`src/rtl/noc_packet_injector.sv`:
```
// rtl/noc_packet_injector.sv - PE byte stream to 39-bit torus packets, 2-deep buffer, 4-phase req/ack injection
module noc_packet_injector #(
    parameter int         WIDTH   = 39,
    parameter logic [3:0] X_LOCAL = 4'd0,
    parameter logic [3:0] Y_LOCAL = 4'd0,
    parameter logic [3:0] X_MAX   = 4'd2,
    parameter logic [3:0] Y_MAX   = 4'd4
) (
    input  logic             clk,
    input  logic             rst_n,
    input  logic             in_valid,
    output logic             in_ready,
    input  logic [7:0]       in_data,
    input  logic             in_last,
    input  logic [3:0]       dst_x,
    input  logic [3:0]       dst_y,
    input  logic [1:0]       pkt_type,
    output logic             out_req,
    output logic [WIDTH-1:0] out_data,
    input  logic             out_ack,
    output logic             err_pulse,
    output logic [1:0]       err_code,
    output logic             busy
);

    typedef enum logic [1:0] {A0, A1, A2} asm_state_e;
    typedef enum logic [1:0] {T_IDLE, T_REQ, T_REL} tx_state_e;

    asm_state_e       asm_q, asm_d;
    tx_state_e        tx_q, tx_d;
    logic [9:0]       hdr_q, hdr_d;
    logic [23:0]      pay_q, pay_d;
    logic [1:0]       code_q, code_d;
    logic [4:0]       seq_q, seq_d;
    logic             err_pend_q, err_pend_d;
    logic [1:0]       err_pend_code_q, err_pend_code_d;
    logic             err_pulse_q, err_pulse_d;
    logic [1:0]       err_code_q, err_code_d;
    logic [WIDTH-1:0] fifo_q [2];
    logic [WIDTH-1:0] fifo_d [2];
    logic             wr_ptr_q, wr_ptr_d, rd_ptr_q, rd_ptr_d;
    logic [1:0]       count_q, count_d;
    logic             req_q, req_d;
    logic [WIDTH-1:0] data_q, data_d;
    logic             ack_meta_q, ack_s_q;

    logic             accept, complete, push, pop;
    logic [1:0]       calc_code, cur_code;
    logic [WIDTH-1:0] pkt;

    assign in_ready  = (count_q < 2'd2);
    assign accept    = in_valid && in_ready;
    assign out_req   = req_q;
    assign out_data  = data_q;
    assign err_pulse = err_pulse_q;
    assign err_code  = err_code_q;
    assign busy      = (asm_q != A0) || (count_q != 2'd0) || (tx_q != T_IDLE);

    assign calc_code = ((dst_x > X_MAX) || (dst_y > Y_MAX))         ? 2'b01 :
                       ((dst_x == X_LOCAL) && (dst_y == Y_LOCAL))   ? 2'b10 : 2'b00;
    // The drop decision for a packet is made on its first byte, even when that byte also completes it.
    assign cur_code  = (asm_q == A0) ? calc_code : code_q;

    always_comb begin
        asm_d           = asm_q;
        hdr_d           = hdr_q;
        pay_d           = pay_q;
        code_d          = code_q;
        seq_d           = seq_q;
        err_pend_d      = 1'b0;
        err_pend_code_d = err_pend_code_q;
        err_pulse_d     = err_pend_q;
        err_code_d      = err_pend_q ? err_pend_code_q : err_code_q;
        complete        = 1'b0;
        push            = 1'b0;
        if (accept) begin
            case (asm_q)
                A0: begin
                    hdr_d  = {pkt_type, dst_x, dst_y};
                    pay_d  = {in_data, 16'h0000};
                    code_d = calc_code;
                    asm_d  = in_last ? A0 : A1;
                end
                A1: begin
                    pay_d[15:8] = in_data;
                    asm_d       = in_last ? A0 : A2;
                end
                default: begin
                    pay_d[7:0] = in_data;
                    asm_d      = A0;
                end
            endcase
            complete = in_last || (asm_q == A2);
        end
        pkt = {hdr_d, seq_q, pay_d};
        if (complete) begin
            if (cur_code != 2'b00) begin
                err_pend_d      = 1'b1;
                err_pend_code_d = cur_code;
            end else begin
                push  = 1'b1;
                seq_d = seq_q + 5'd1;
            end
        end
    end

    always_comb begin
        tx_d   = tx_q;
        req_d  = req_q;
        data_d = data_q;
        pop    = 1'b0;
        case (tx_q)
            T_IDLE: begin
                if ((count_q != 2'd0) && !ack_s_q) begin
                    data_d = fifo_q[rd_ptr_q];
                    pop    = 1'b1;
                    req_d  = 1'b1;
                    tx_d   = T_REQ;
                end
            end
            T_REQ: begin
                if (ack_s_q) begin
                    req_d = 1'b0;
                    tx_d  = T_REL;
                end
            end
            T_REL: begin
                if (!ack_s_q) tx_d = T_IDLE;
            end
            default: tx_d = T_IDLE;
        endcase
    end

    always_comb begin
        fifo_d   = fifo_q;
        wr_ptr_d = wr_ptr_q;
        rd_ptr_d = rd_ptr_q;
        count_d  = count_q;
        if (push) begin
            fifo_d[wr_ptr_q] = pkt;
            wr_ptr_d         = ~wr_ptr_q;
        end
        if (pop) rd_ptr_d = ~rd_ptr_q;
        case ({push, pop})
            2'b10:   count_d = count_q + 2'd1;
            2'b01:   count_d = count_q - 2'd1;
            default: count_d = count_q;
        endcase
    end

    always_ff @(posedge clk or negedge rst_n) begin
        if (!rst_n) begin
            asm_q           <= A0;
            tx_q            <= T_IDLE;
            hdr_q           <= '0;
            pay_q           <= '0;
            code_q          <= '0;
            seq_q           <= '0;
            err_pend_q      <= 1'b0;
            err_pend_code_q <= '0;
            err_pulse_q     <= 1'b0;
            err_code_q      <= '0;
            fifo_q[0]       <= '0;
            fifo_q[1]       <= '0;
            wr_ptr_q        <= 1'b0;
            rd_ptr_q        <= 1'b0;
            count_q         <= '0;
            req_q           <= 1'b0;
            data_q          <= '0;
            ack_meta_q      <= 1'b0;
            ack_s_q         <= 1'b0;
        end else begin
            asm_q           <= asm_d;
            tx_q            <= tx_d;
            hdr_q           <= hdr_d;
            pay_q           <= pay_d;
            code_q          <= code_d;
            seq_q           <= seq_d;
            err_pend_q      <= err_pend_d;
            err_pend_code_q <= err_pend_code_d;
            err_pulse_q     <= err_pulse_d;
            err_code_q      <= err_code_d;
            fifo_q          <= fifo_d;
            wr_ptr_q        <= wr_ptr_d;
            rd_ptr_q        <= rd_ptr_d;
            count_q         <= count_d;
            req_q           <= req_d;
            data_q          <= data_d;
            ack_meta_q      <= out_ack;
            ack_s_q         <= ack_meta_q;
        end
    end

endmodule

```
`config.mk`:
```
export PLATFORM = sky130hd
export DESIGN_NAME = noc_packet_injector
export DESIGN_NICKNAME = d
export VERILOG_FILES = /design/src/rtl/noc_packet_injector.sv
export SDC_FILE = /design/constraint.sdc
export NUM_CORES = 1
export LEC_CHECK = 0
export ABC_AREA = 1
export BUFFER_PORTS_ARGS = -buffer_cell sky130_fd_sc_hd__buf_2
export CAP_MARGIN = 30
export CORE_MARGIN = 2
export CORE_UTILIZATION = 30
export DETAILED_ROUTE_END_ITERATION = 6
export SLEW_MARGIN = 20
export SYNTH_ARGS = -nofsm -noshare
export SYNTH_HDL_FRONTEND = slang
export SYNTH_SLANG_ARGS = --single-unit
```
`constraint.sdc`:
```
create_clock -name clk -period 3 [get_ports clk]
set_clock_uncertainty 0.1 [all_clocks]
set_input_delay 0.9 -clock clk [delete_from_list [all_inputs] [get_ports clk]]
set_output_delay 0.9 -clock clk [all_outputs]
set_load 0.02 [all_outputs]
```
# Word level (Yosys, flattened, before mapping)
# Index checks and enable logic that the tools add are counted.
# word_totals
input_bits,23
out_inout_bits,45
wordCells,99
reg_bits,175
# classes
addsub,3
bitwise_logic,5
muxes,33
n_lt_le_gt_ge,6
reduce_logical,24
n_eq_ne,9
# op_table
cell,count
39-bit 2-to-1 mux,4
78-bit bitwise mux,1
39-bit demux with 1-bit select,1
8-bit one-hot mux with 2 select lines,2
24-bit 2-to-1 mux,1
10-bit 2-to-1 mux,2
2-bit 2-to-1 mux,7
2-bit nonzero test,6
1-bit 2-to-1 mux,10
4-bit zero test,2
8-bit 2-to-1 mux,1
2-bit one-hot mux with 2 select lines,2
"2-bit by 1-bit equality test with 1-bit output, second input constant",3
"2-bit equality test, second input constant",3
"2-bit != test, second input constant",3
2-bit one-hot mux with 3 select lines,1
2-bit AND reduction,3
3-bit AND reduction,2
"5-bit by 1-bit adder with 5-bit output, second input constant",1
"2-bit greater-or-equal comparator, second input constant",2
"4-bit by 2-bit greater-than comparator with 1-bit output, second input constant",1
"4-bit by 3-bit greater-than comparator with 1-bit output, second input constant",1
1-bit logical AND,4
2-bit zero test,2
9 further kinds,15

# Longest topological paths before layout
# depth
depth_word,10
depth_mapped,11
ltp_nobuf,10

# Worst setup path before layout
# No wires, ideal clock.
# synth_timing
kind,input-to-reg
start,input port dst_x[3]
end,register count_q[1]
setup_ns,0.131
t_required_ns,2.769
slack_ns,0.421
arrival_time_ns,2.348
path_stages,11
path_buffers,1
path_cell_list,nor2_1 nand3_1 o21bai_1 nand2_1 nor2_2 buf_4 nand2_1 ha_1 a21oi_1 o21ai_0 xor2_1
# synth_between
elab_chain_cells,10
word_cells_on_any_way,14
cone_classes,order compare: 1; eq/ne: 2; mux: 6; reduce/logical: 5
# synth_lines
element,line,text
"start, declared",15,"input logic [3:0] dst_x,"
"parallel branches: the longest is 3 deep, another holds 4-bit by 2-bit greater-than comparator with 1-bit output",n/a,
2-bit 2-to-1 mux *,59,assign calc_code = ((dst_x > X_MAX) || (dst_y > Y_MAX)) ? 2'b01 :
2-bit 2-to-1 mux *,n/a,
2-bit nonzero test *,97,if (cur_code != 2'b00) begin
1-bit 2-to-1 mux *,97,
1-bit 2-to-1 mux *,96,if (complete) begin
2-bit by 1-bit equality test with 1-bit output / 2-bit equality test (equally long branches),144,"case ({push, pop})"
2-bit one-hot mux with 2 select lines / 2-bit nonzero test (equally long branches),n/a,
"end signal, assigned",186,count_q <= count_d;
"end, declared",42,"logic [1:0] count_q, count_d;"
# Mark *: on every way between the ends.
# A chain may end at the register's enable or synchronous reset.

# Worst setup path after layout
# layout_timing
start,register count_q[0]
end,output port busy
# layout_between
elab_chain_cells,3
# layout_lines
element,line,text
2-bit nonzero test,57,assign busy = (asm_q != A0) || (count_q != 2'd0) || (tx_q != T_IDLE);
1-bit logical OR (2 in series),57,
"end, declared",23,output logic busy
# Every way passes these cells.

==> qor.csv <==
metric,value,unit
status,finished clean,
async_flop_share,100,%
min_period,2.40,ns
path_class,flop to primary output,
grt_pass1_vias,5534,
synth_top_cells_by_area,"dfrtp_1, nand2_1, nand4_1",
synth_fp_nets,833,
path_max_fanout,4,
grt.total_usage,15.0,%
hold_path.startpoint,ack_meta_q,
cp_slowest_cell,dfrtp_1,
antenna_found_initial,0,
yosysTopAreaCell,dfrtp_1,
cts_inserted_buffers,17,
hp-class,flop to flop,
synth_compound_area_share,7.23,%
synth_top_cell_area_share,59.7,%
synth-main-ff-cell,dfrtp_1,
r2r_start,asm_q[0],
core_area,24200,um^2
ir_worst_vdd,0.553,mV
insertion_delay,0.43,ns
synth-seq-area-share,59.7,%
rows,57,
synthAdderAreaFrac,0.341,%
worst_pin_slew,0.763,ns
grt_pass1_wl,30.5,mm
multi_input_area,2620,um^2
vias,5700,
clockBufferDepth,2,
worstHoldPathCells,0,
syn_area_per_cell,9.08,um^2
cp.buffers_inverters,1,
fin_ws,0.601,ns
pre_cts_ws,0.270,ns
max-cap-violations,0,
first_iter_violations,452,
crit_family,flip-flops,
synth_area,7340,um^2
finalHoldViolCount,0,
antenna_cells,0,
ant_nets,0,
synth_common_cells,"nand2_1, dfrtp_1, nor2_1",
synth-edff-count,0,
die_area,25700,um^2
hold_slack,0.252,ns
path_cells,nor2_1 -> nand3_1 -> buf_2,
worst_setup_path_end_kind,primary output,
synth_top_family_by_area,simple AND/OR/NAND/NOR gates,
ys_ff_latch,175,
num-fill-cells,2466,
setup_tns,0,ns
numClockSinks,175,
seq_area,4380,um^2
firstDrtPassIters,5,
yosys.area_share.simple,26.9,%
powerDensity,1100,nW/um^2
rsz0062_at_grt,no,
wirelength,18.3,mm
yosys_warnings,0,
cts_tree,built,
yosys.cell_types.count,28,
grt_start_max_net_pins,85,
critPathLaunchType,flop,
fin_crit_sh,80.0,%
overflow,0,
final_core_util,35.9,%
start_util,30.3,%
hpwl,12.0,mm
ios,68,
relSlewSlack,49.1,%
muxShareOfSynthArea,0.307,%
max_stage_delay,0.41,ns
syn_inst,808,
drive_above_1_share,15.0,%
cts-hold-fix-buffers,0,
ff2ff_path_depth,9,
arrival,1.40,ns
die_height,160,um
drv_slew,0,
synth_most_common_cell,nand2_1,
area_growth,18.3,%
drt-wirelength-per-cell,15.3,um
cts_resized,0,
num-nets-final,885,
crit_required,2.00,ns
postCtsSetupRepairBufs,0,
power_leakage,4.38,nW
synth-xor-area-share,0.716,%
cp.depth,3,
clkTransAtPathRegs,0.07,ns
max_freq,417,MHz
final-setup-viol-count,0,
cts_htree_levels,4,
die_w,160,um
power.total,9.56,mW
vias_per_cell,4.76,
drc,0,
place.gp.congestion,0.777,
cts_root_buffer,clkbuf_16,
numPortBuffers,67,
crit_start,count_q[0],
[cell usage in the layout (no fill, tap or decap), types with 3 or more instances in the layout]
master | synthesis | routed
o21ai_0 | 19 | 19
clkinvlp_4 | 0 | 3
inv_2 | 4 | 4
buf_4 | 7 | 17
xor2_1 | 3 | 3
o31ai_1 | 40 | 40
buf_2 | 14 | 66
nand3_1 | 12 | 12
buf_12 | 0 | 4
inv_1 | 23 | 23
o22ai_1 | 8 | 8
dfrtp_1 | 175 | 175
clkbuf_16 | 0 | 17
o21ai_1 | 8 | 8
nand4_1 | 80 | 80
clkbuf_8 | 0 | 3
xnor2_1 | 3 | 3
nor2_1 | 91 | 91
nand2_1 | 271 | 271
bufinv_16 | 0 | 3
[metrics by stage]
step,area (um^2),instances
6_report,8680,1197
5_1_grt,8680,1197
4_1_cts,8680,1197
3_5_place_dp,8050,1165
3_3_place_gp,8050,1165
2_1_floorplan,7340,808
[sequential cells by signal, summed over array words and instances (netlist names)]
name	flops
wr_ptr_q	1
ack_meta_q	1
out_data	39
err_pulse	1
out_req	1
tx_q	2
pay_q	24
rd_ptr_q	1
seq_q	5
err_code	2
hdr_q	10
ack_s_q	1
code_q	2
err_pend_q	1
asm_q	2
fifo_q	78
count_q	2
err_pend_code_q	2
[logic make-up after synthesis]
| kind of cell | Yosys count |
|---|---|
| muxes | 2 |
| xor gates and xnor gates | 6 |
| adders and majority gates | 2 |
| AOI/OAI and AO/OA | 81 |
| DFF | 175 |
| buffers and inverters | 83 |
| and+or+nand+nor | 459 |
[report_power, final]
part	internal, mW	switching (mW)	leakage, nW
Clock	1.38	0.953	0.299
Combinational	1.07	2.46	1.80
Sequential	3.24	0.453	2.28
Total	5.70	3.87	4.38
[worst register-to-register path, cell delays in order (launching register included)]
cell	delay (ns)
dfrtp_1	0.45
nor2_4	0.23
nor2_1	0.09
o21bai_1	0.21
nor2_4	0.16
nand2_1	0.09
ha_1	0.31
a21oi_1	0.12
o21ai_0	0.11
xor2_1	0.15
[cell type report]
cell class	count	area share, %
Timing Repair Buffer	88	6.33
Clock buffer	20	5.38
Clock inverter	12	1.82
Inverter	28	1.21
Sequential cell	175	50.5
Multi-Input combinational cell	550	30.1
Tap cell	324	4.67
[path summary, 6_finish.rpt]
path	slack (ns)	end
setup reg to reg	0.88	count_q[1]
setup / recovery	0.60	busy
max in group asynchronous	1.79	out_data[15]
hold reg to reg	0.25	ack_s_q
min in group asynchronous	0.33	out_data[1]
hold / removal	0.25	ack_s_q
[per-layer routing]
layer | track usage, % | wire length [um]
met3 | 3.20 | 901
met4 | 4.63 | 254
met5 | 0 | 0
met2 | 23.4 | 8640
met1 | 21.0 | 8550
(Power assumes the default switching activity.)
